**src/rtl/button_step_pulser.sv**
```systemverilog
// -----------------------------------------------------------------------------
// button_step_pulser
//
// Purpose:
//   Turns the two raw board push-buttons (UP, DOWN) into clean, single-cycle
//   step strobes for the colour-select mod-N counter. Each button channel is
//   synchronized, debounced, edge-detected and optionally auto-repeated while
//   held. Every output is a registered function of state clocked by C, so the
//   counter downstream never sees a raw button level as a clock.
//
// Ports:
//   C       in   system clock, all logic on posedge
//   R       in   synchronous active-high reset
//   BTN_UP  in   raw asynchronous UP button, active-high
//   BTN_DN  in   raw asynchronous DOWN button, active-high
//   UP_P    out  one-cycle increment strobe
//   DN_P    out  one-cycle decrement strobe
//   UP_LVL  out  debounced UP level
//   DN_LVL  out  debounced DOWN level
//
// Lane 0 is UP, lane 1 is DOWN. Both lanes run the identical pipeline:
//   2-flop sync -> debounce counter -> stable level -> pulse FSM.
// -----------------------------------------------------------------------------
module button_step_pulser #(
  parameter int DEBOUNCE_CYCLES = 500000,
  parameter int REPEAT_EN       = 1,
  parameter int REPEAT_DELAY    = 25000000,
  parameter int REPEAT_PERIOD   = 5000000,
  parameter int CNT_W           = 25
) (
  input  logic C,
  input  logic R,
  input  logic BTN_UP,
  input  logic BTN_DN,
  output logic UP_P,
  output logic DN_P,
  output logic UP_LVL,
  output logic DN_LVL
);

  localparam int NUM_LANES = 2;

  // Terminal counts; counters stop at these so they never wrap.
  localparam logic [CNT_W-1:0] DB_LAST  = CNT_W'(DEBOUNCE_CYCLES - 1);
  localparam logic [CNT_W-1:0] RD_LAST  = CNT_W'(REPEAT_DELAY - 1);
  localparam logic [CNT_W-1:0] RP_LAST  = CNT_W'(REPEAT_PERIOD - 1);
  localparam logic [CNT_W-1:0] CNT_ONE  = CNT_W'(1);

  typedef enum logic [1:0] {
    ST_IDLE   = 2'd0,
    ST_DELAY  = 2'd1,
    ST_REPEAT = 2'd2
  } state_e;

  logic [NUM_LANES-1:0] btn;

  // Synchronizer
  logic [NUM_LANES-1:0] s1_q, s1_d;
  logic [NUM_LANES-1:0] s2_q, s2_d;

  // Debounce
  logic [NUM_LANES-1:0]            stable_q, stable_d;
  logic [NUM_LANES-1:0]            prev_q, prev_d;
  logic [NUM_LANES-1:0][CNT_W-1:0] db_cnt_q, db_cnt_d;

  // Pulse FSM
  state_e                          state_q [NUM_LANES];
  state_e                          state_d [NUM_LANES];
  logic [NUM_LANES-1:0][CNT_W-1:0] rep_cnt_q, rep_cnt_d;
  logic [NUM_LANES-1:0]            p_q, p_d;

  logic conflict;

  assign btn = {BTN_DN, BTN_UP};

  // Both debounced levels high: neither button may step the counter.
  assign conflict = &stable_q;

  // ---------------------------------------------------------------------------
  // Synchronizer + debounce
  // ---------------------------------------------------------------------------
  always_comb begin
    for (int i = 0; i < NUM_LANES; i++) begin
      s1_d[i]     = btn[i];
      s2_d[i]     = s1_q[i];
      prev_d[i]   = stable_q[i];
      stable_d[i] = stable_q[i];
      db_cnt_d[i] = db_cnt_q[i];

      // The count only survives while s2 keeps disagreeing with the stable
      // level; a single agreeing cycle restarts it, so short glitches die here.
      if (s2_q[i] == stable_q[i]) begin
        db_cnt_d[i] = '0;
      end else if (db_cnt_q[i] == DB_LAST) begin
        stable_d[i] = s2_q[i];
        db_cnt_d[i] = '0;
      end else begin
        db_cnt_d[i] = db_cnt_q[i] + CNT_ONE;
      end
    end
  end

  // ---------------------------------------------------------------------------
  // Pulse FSM: press pulse on the registered 0->1 of stable, then optional
  // auto-repeat. IDLE with stable still high acts as the blocked state: the
  // rise detector cannot fire again until the level has dropped.
  // ---------------------------------------------------------------------------
  always_comb begin
    for (int i = 0; i < NUM_LANES; i++) begin
      state_d[i]   = state_q[i];
      rep_cnt_d[i] = rep_cnt_q[i];
      p_d[i]       = 1'b0;

      if (!stable_q[i] || conflict) begin
        // Release or conflict: drop back, no pulse. A rise landing here while
        // the other level is high is lost, which is intended.
        state_d[i]   = ST_IDLE;
        rep_cnt_d[i] = '0;
      end else begin
        case (state_q[i])
          ST_IDLE: begin
            if (stable_q[i] && !prev_q[i]) begin
              p_d[i]       = 1'b1;
              rep_cnt_d[i] = '0;
              state_d[i]   = (REPEAT_EN != 0) ? ST_DELAY : ST_IDLE;
            end
          end
          ST_DELAY: begin
            if (rep_cnt_q[i] == RD_LAST) begin
              p_d[i]       = 1'b1;
              rep_cnt_d[i] = '0;
              state_d[i]   = ST_REPEAT;
            end else begin
              rep_cnt_d[i] = rep_cnt_q[i] + CNT_ONE;
            end
          end
          ST_REPEAT: begin
            if (rep_cnt_q[i] == RP_LAST) begin
              p_d[i]       = 1'b1;
              rep_cnt_d[i] = '0;
            end else begin
              rep_cnt_d[i] = rep_cnt_q[i] + CNT_ONE;
            end
          end
          default: begin
            state_d[i]   = ST_IDLE;
            rep_cnt_d[i] = '0;
          end
        endcase
      end
    end
  end

  // ---------------------------------------------------------------------------
  // State registers
  // ---------------------------------------------------------------------------
  always_ff @(posedge C) begin
    if (R) begin
      s1_q      <= '0;
      s2_q      <= '0;
      stable_q  <= '0;
      prev_q    <= '0;
      db_cnt_q  <= '0;
      rep_cnt_q <= '0;
      p_q       <= '0;
      for (int i = 0; i < NUM_LANES; i++) begin
        state_q[i] <= ST_IDLE;
      end
    end else begin
      s1_q      <= s1_d;
      s2_q      <= s2_d;
      stable_q  <= stable_d;
      prev_q    <= prev_d;
      db_cnt_q  <= db_cnt_d;
      rep_cnt_q <= rep_cnt_d;
      p_q       <= p_d;
      for (int i = 0; i < NUM_LANES; i++) begin
        state_q[i] <= state_d[i];
      end
    end
  end

  // ---------------------------------------------------------------------------
  // Outputs. The strobe is masked by the live conflict term as well, so a
  // pulse registered on the same edge the other level rises never escapes;
  // this also guarantees UP_P and DN_P are never high together.
  // ---------------------------------------------------------------------------
  assign UP_LVL = stable_q[0];
  assign DN_LVL = stable_q[1];
  assign UP_P   = p_q[0] & ~conflict;
  assign DN_P   = p_q[1] & ~conflict;

endmodule

```
**config.mk**
```make
export PLATFORM = sky130hd
export DESIGN_NAME = button_step_pulser
export DESIGN_NICKNAME = d
export VERILOG_FILES = /design/src/rtl/button_step_pulser.sv
export SDC_FILE = /design/constraint.sdc
export NUM_CORES = 1
export LEC_CHECK = 0
export ABC_CLOCK_PERIOD_IN_PS = 2550
export BUFFER_PORTS_ARGS = -buffer_cell sky130_fd_sc_hd__clkbuf_2
export CORE_MARGIN = 8
export CORE_UTILIZATION = 42
export CTS_CLUSTER_SIZE = 28
export DETAILED_ROUTE_END_ITERATION = 10
export PLACE_DENSITY = 0.56
export SYNTH_ARGS = -nofsm -noshare
export SYNTH_HDL_FRONTEND = slang
export SYNTH_SLANG_ARGS = --single-unit
```
**constraint.sdc**
```tcl
create_clock -name C -period 2.55 [get_ports C]
set_input_delay 0.1275 -clock C [delete_from_list [all_inputs] [get_ports C]]
set_output_delay 0.1275 -clock C [all_outputs]
set_load 0.05 [all_outputs]
```
==> flow_summary.ini, run 1 <==
[power]
swShare = 0.1968
peakVddDrop_mv = 0.4749
pwr-share-clk = 0.545
seqPwrFrac = 0.450
p_int_mw = 3.194
powerDensity_nw_per_um2 = 631.3
leakagePower_nw = 2.109
p_comb_frac = 0.005
switching_power_uw = 782.6

[routing]
vias_per_cell = 5.216
wire_per_inst_um = 13.39
routed_wl_um = 11410
dr.first_iter.drc_count = 318
first_pass_iters = 7
detail-route-antenna-nets = 0
route.detailed.drc = 0
num_vias = 4444

[yosys]
synthFlopType = dfxtp_1
postSynth.asyncResetShare = 0
synth_cell_types = 60
netlist.area_leader.share = 0.4159
synth_area_um2 = 5488
yosys_warnings = 0
synth_edf_count = 0
synth_most_common_cell = dfxtp_1
yosysSeqAreaShare = 0.4159
ys_seq_elements = 114
yosysTopAreaCell = dfxtp_1
synth_cells = 645
syn_avg_cell_area_um2 = 8.508
netlist_top_cells_area = dfxtp_1, nor2_1, xor2_1
syn-num-nets = 661
ys_top_cells_by_count = dfxtp_1, nor2_1, nand2_1

[timing]
slew-limit-headroom = 0.5576
tightest_slew_ns = 0.6585
min_period_over_period = 0.9218
max_freq_ghz = 0.4254
hold_violations = 0
skew_ns = 0.009538
rsz0062_at_grt = no
holdWs_ns = 0.04027
setup_viol = 0
slew_viol_final = 0
final.min_clock_period_ns = 2.351
finalSetupTns_ns = 0

[place]
port_buffers = 7
placed_cells = 820
hpwl_um = 8062
place.gp.congestion = 0.8798
postPlaceCellArea_um2 = 5741

[floorplan]
ioPinCount = 8
die_area_um2 = 16980
core_um2 = 12670
row_count = 41
start_util = 0.4331
die_h_um = 130.3
die_x_um = 130.3

[clock_tree]
cts.sink_count = 114
clock_latency_ns = 0.41
cts_buffers = 17
clockBufferDepth = 2
post_cts_resized = 0
cts_tree = yes
cts_root_buf = clkbuf_16
htreeDepth = 4
cts.clk_slew.worst_paths_ns = 0.05

[critical_path]
cp.required_ns = 2.84
critPathArrivalTime_ns = 2.65
critPathMaxStageDelay_ns = 0.60
path_max_fanout = 9
critical_path_class = flop to flop
cp-end-kind = flop
critPathSlowestCell = o41ai_4
crit_path_start_kind = flop
crit_chain = ha_1, and3_1, nand4_1, o41ai_4, a211oi_2, a21oi_1, o21ai_0

[global_route]
grt_pass1_vias = 4240
grt_pass1_wl_um = 19650
track_usage = 0.1458
grt.overflow.total = 0
antenna_found_initial = 0
grt_max_degree = 26

[finish]
synthToLayoutAreaGrowth_pct = 14.80
seq_area_um2 = 2282
drive_gt1_frac = 0.08382
n_antenna_cell = 0
fin_cells = 852
layout.nets = 685
design_area_um2 = 6300
fillers = 1235
multi_input_area_um2 = 3054

[status]
status = complete, no violations

[worst_hold_path]
hold_path_class = primary input to flop

[run]
maxCapViolations = 0
[power groups by stage]
stage	combinational (mW)	clock (mW)	sequential [mW]
2_1_floorplan	0.0118	0	1.83
3_3_place_gp	0.0172	0	1.83
3_5_place_dp	0.0176	0	1.83
4_1_cts	0.0199	2.23	1.79
5_1_grt	0.0223	2.32	1.79
6_report	0.0190	2.17	1.79
[sequential cells by signal (all words and copies together) (netlist names)]
register and cells:
prev_q 2, state_q 4, prev_d 2, s2_q 2
rep_cnt_q 50, s1_q 2, db_cnt_q 50, p_q 2
[routing by layer]
| layer | vias up | part of all wire | GRT usage |
|---|---|---|---|
| li1 | 2285 | - | - |
| met1 | 2073 | 0.48 | 0.1778 |
| met2 | 70 | 0.47 | 0.2325 |
| met3 | 16 | 0.035 | 0.04406 |
| met4 | 0 | 0.016 | 0.06489 |
| met5 | - | 0 | 0 |
[worst paths after layout]
check             slack, ns       endpoint  cells after the start          start
setup / recovery       0.20  rep_cnt_q[46]                      7  rep_cnt_q[25]
hold / removal         0.04        s1_q[1]                      2              R
setup reg to reg       0.20  rep_cnt_q[46]                      7  rep_cnt_q[25]
hold reg to reg        0.45        s2_q[1]                      1        s1_q[1]
[placed cells by master (no fill, tap or decap), drive strengths merged, types with 3 or more instances in the layout]
master / synthesis / routed
inv: 21 / 21
and4: 4 / 4
ha: 12 / 12
nor2b: 7 / 7
nor3: 19 / 19
nand4: 22 / 22
and2: 5 / 5
nor4: 14 / 14
nor2: 111 / 111
or3: 4 / 4
or2: 3 / 3
clkbuf: 11 / 32
o21ai: 13 / 13
dfxtp: 114 / 114
nor4b: 7 / 7
a211oi: 3 / 3
nand3: 45 / 45
a22oi: 4 / 4
and3: 17 / 17
o211a: 4 / 4
xnor2: 29 / 29
xor2: 46 / 46
nand2b: 5 / 5
a21oi: 16 / 16
a21boi: 3 / 3
buf: 3 / 10
nand2: 66 / 66
nor3b: 3 / 3
a221o: 3 / 3
clkinv: 0 / 4
a31oi: 6 / 6
mux2i: 4 / 4
[stage by stage]
stage	power [mW]	worst slack, ns	utilization
after floorplan	1.838	0.3592	-
after global placement	1.843	0.2644	0.4530
after detailed placement	1.844	0.2234	0.4530
after CTS	4.038	0.2310	0.4972
after global routing	4.128	0.003807	0.4972
final	3.977	0.1994	0.4972
[area by class of cell]
type                       instances  share of cell area
tap                              172             0.03416
timing repair buffer              19             0.02066
inverter                          21             0.01251
multi-input combinational        496              0.4848
clock inverter                     5            0.008540
clock buffer                      25             0.07706
sequential                       114              0.3623
[critical path, delay by kind of cell, from the launching register on]
kind	cells	cell delay, ns
adders and majority gates	1	0.24
and+or+nand+nor	2	0.41
AOI/OAI and AO/OA	4	1.19
DFF	1	0.39
[kinds of logic (layout without fill, tap and decap cells)]
logic type | after synthesis | after routing | share of synthesized area
AO/OA/AOI/OAI | 65 | 65 | 0.09371
XOR/XNOR | 75 | 75 | 0.1197
adder cells (fa/ha/maj) | 12 | 12 | 0.02736
buffers and inverters | 35 | 70 | 0.02759
flip-flops | 114 | 114 | 0.4159
multiplexers | 4 | 4 | 0.007296
AND/OR/NAND/NOR | 340 | 340 | 0.3085
[repair_timing]
action                    4_1_cts  5_1_grt
hold buffers                    2        0
hold endpoints to repair        2        0
setup buffers                   0        0
(Power assumes the default switching activity.)
==> inputs of run 2 (changes only) <==
- BUFFER_PORTS_ARGS: -buffer_cell sky130_fd_sc_hd__clkbuf_2 -> -buffer_cell sky130_fd_sc_hd__buf_2
==> run 2 against run 1 <==
  * Register-to-register slack improved by 0.06 ns
  * Via count barely moved
  * Clock skew shrank 0.0036 ns
  * Non-clock buffer count did not move
  * Die area unchanged
  * Global-route usage down 0.25 points
  * Final area increased by 0.85%
  * Total power up 5.0%
  * Core utilization rose by 0.42 points
  * Sequential power is essentially flat
  * Fmax grew 2.4%
  * Count of clock-buffer cells in the layout is 7 lower
==> flow_summary.ini, run 2 (same netlist as run 1, synthesis figures left out) <==
[status]
status = complete, no violations

[clock_tree]
cts.sink_count = 114
cts_setup_buffers = 0
clockBufferDepth = 2
cts_tree = yes
cts.clk_slew.worst_paths_ns = 0.06
cts_buffers = 17
cts_root_buf = clkbuf_16
clock_latency_ns = 0.41
htreeDepth = 4

[power]
peakVddDrop_mv = 0.4675
leakagePower_nw = 2.119
powerDensity_nw_per_um2 = 657.4

[timing]
rsz0062_at_grt = no
final.min_clock_period_ns = 2.295
slew-limit-headroom = 0.5401
tightest_slew_ns = 0.6845
skew_ns = 0.005905
finalSetupTns_ns = 0
setup_viol = 0
max_freq_ghz = 0.4357
slew_viol_final = 0
hold_violations = 0
min_period_over_period = 0.9000

[routing]
routed_wl_um = 11170
vias_per_cell = 5.205
route.detailed.drc = 0
wire_per_inst_um = 13.07
num_vias = 4445
dr.first_iter.drc_count = 305
first_pass_iters = 4
detail-route-antenna-nets = 0

[critical_path]
path_max_fanout = 9
crit_path_start_kind = flop
cp-end-kind = flop
cp.required_ns = 2.84
critPathArrivalTime_ns = 2.59
critical_path_class = flop to flop

[finish]
utilization = 0.5014
layout.nets = 685
top_regs = db_cnt_q x50, rep_cnt_q x50, state_q x4
final_common_cell = dfxtp_1
synthToLayoutAreaGrowth_pct = 15.78
final_cell_mix = dfxtp_1, nor2_1, nand2_1, xor2_1, nand3_1
drive_gt1_frac = 0.09238
seq_area_um2 = 2282
fillers = 1235
multi_input_area_um2 = 3054
n_antenna_cell = 0

[global_route]
antenna_found_initial = 0
grt_max_degree = 26
grt.overflow.total = 0
track_usage = 0.1433
grt_pass1_wl_um = 19470
grt_pass1_vias = 4228

[place]
port_buffers = 7
place.gp.congestion = 0.8802
hpwl_um = 7920

[floorplan]
die_x_um = 130.3
core_um2 = 12670
start_util = 0.4331
row_count = 41
die_area_um2 = 16980
die_h_um = 130.3
ioPinCount = 8

[worst_hold_path]
hold_path_class = primary input to flop

[run]
maxCapViolations = 0
-- run 2: cell types whose count changed in the layout (fill, tap and decap cells not counted), sizes merged --
cell and change:
buf +7, bufinv +2, clkbuf -14, clkinvlp +6, inv +1
-- run 2: report_power, final --
group / total [mW] / switching [mW] / internal [mW]
sequential: 1.79 / 0.00217 / 1.79
combinational: 0.0191 / 0.0114 / 0.00771
clock: 2.37 / 0.843 / 1.53
-- run 2: cell type report --
type                       count  area share
sequential                   114      0.3592
tap                          172     0.03387
inverter                      21     0.01241
clock buffer                  18     0.06755
timing repair buffer          19     0.02048
multi-input combinational    496      0.4807
clock inverter                14     0.02580
-- run 2: critical path, stage by stage, from the launching register on --
cell	delay (ns)
dfxtp_1	0.39
ha_1	0.23
and3_1	0.21
nand4_1	0.19
o41ai_4	0.57
a211oi_2	0.28
a21oi_1	0.20
o21ai_0	0.10
-- run 2: path summary, 6_finish.rpt --
check	slack, ns	endpoint	cells after the start	start
setup / recovery	0.25	rep_cnt_q[49]	7	rep_cnt_q[25]
hold / removal	0.03	prev_d[1]	2	R
setup reg to reg	0.25	rep_cnt_q[49]	7	rep_cnt_q[25]
hold reg to reg	0.46	s2_q[0]	1	s1_q[0]
-- run 2: through the flow --
step / setup slack, ns / cells / total power [mW] / cell area (um^2) / hold slack (ns)
5_1_grt: 0.07643 / 854 / 4.320 / 6354 / 0.03169
3_5_place_dp: 0.2862 / 820 / 1.844 / 5741 / 0.3877
3_3_place_gp: 0.3078 / 820 / 1.843 / 5741 / 0.3816
4_1_cts: 0.2486 / 854 / 4.235 / 6354 / 0.01260
2_1_floorplan: 0.3592 / 645 / 1.838 / 5488 / 0.2557
6_report: 0.2549 / 854 / 4.177 / 6354 / 0.02543
-- run 2: timing repair --
| item | in CTS | in global routing |
|---|---|---|
| hold endpoints to repair | 2 | 0 |
| gates resized for setup | 0 | 0 |
| hold buffers | 2 | 0 |
| setup endpoints to repair | 0 | 0 |
-- run 2: routing by layer --
metal / vias to the layer above / GRT usage / part of all wire
met5: - / 0 / 0
met4: 0 / 0.05669 / 0.014
met3: 18 / 0.04447 / 0.035
met2: 63 / 0.2261 / 0.46
met1: 2072 / 0.1784 / 0.50
li1: 2292 / - / -
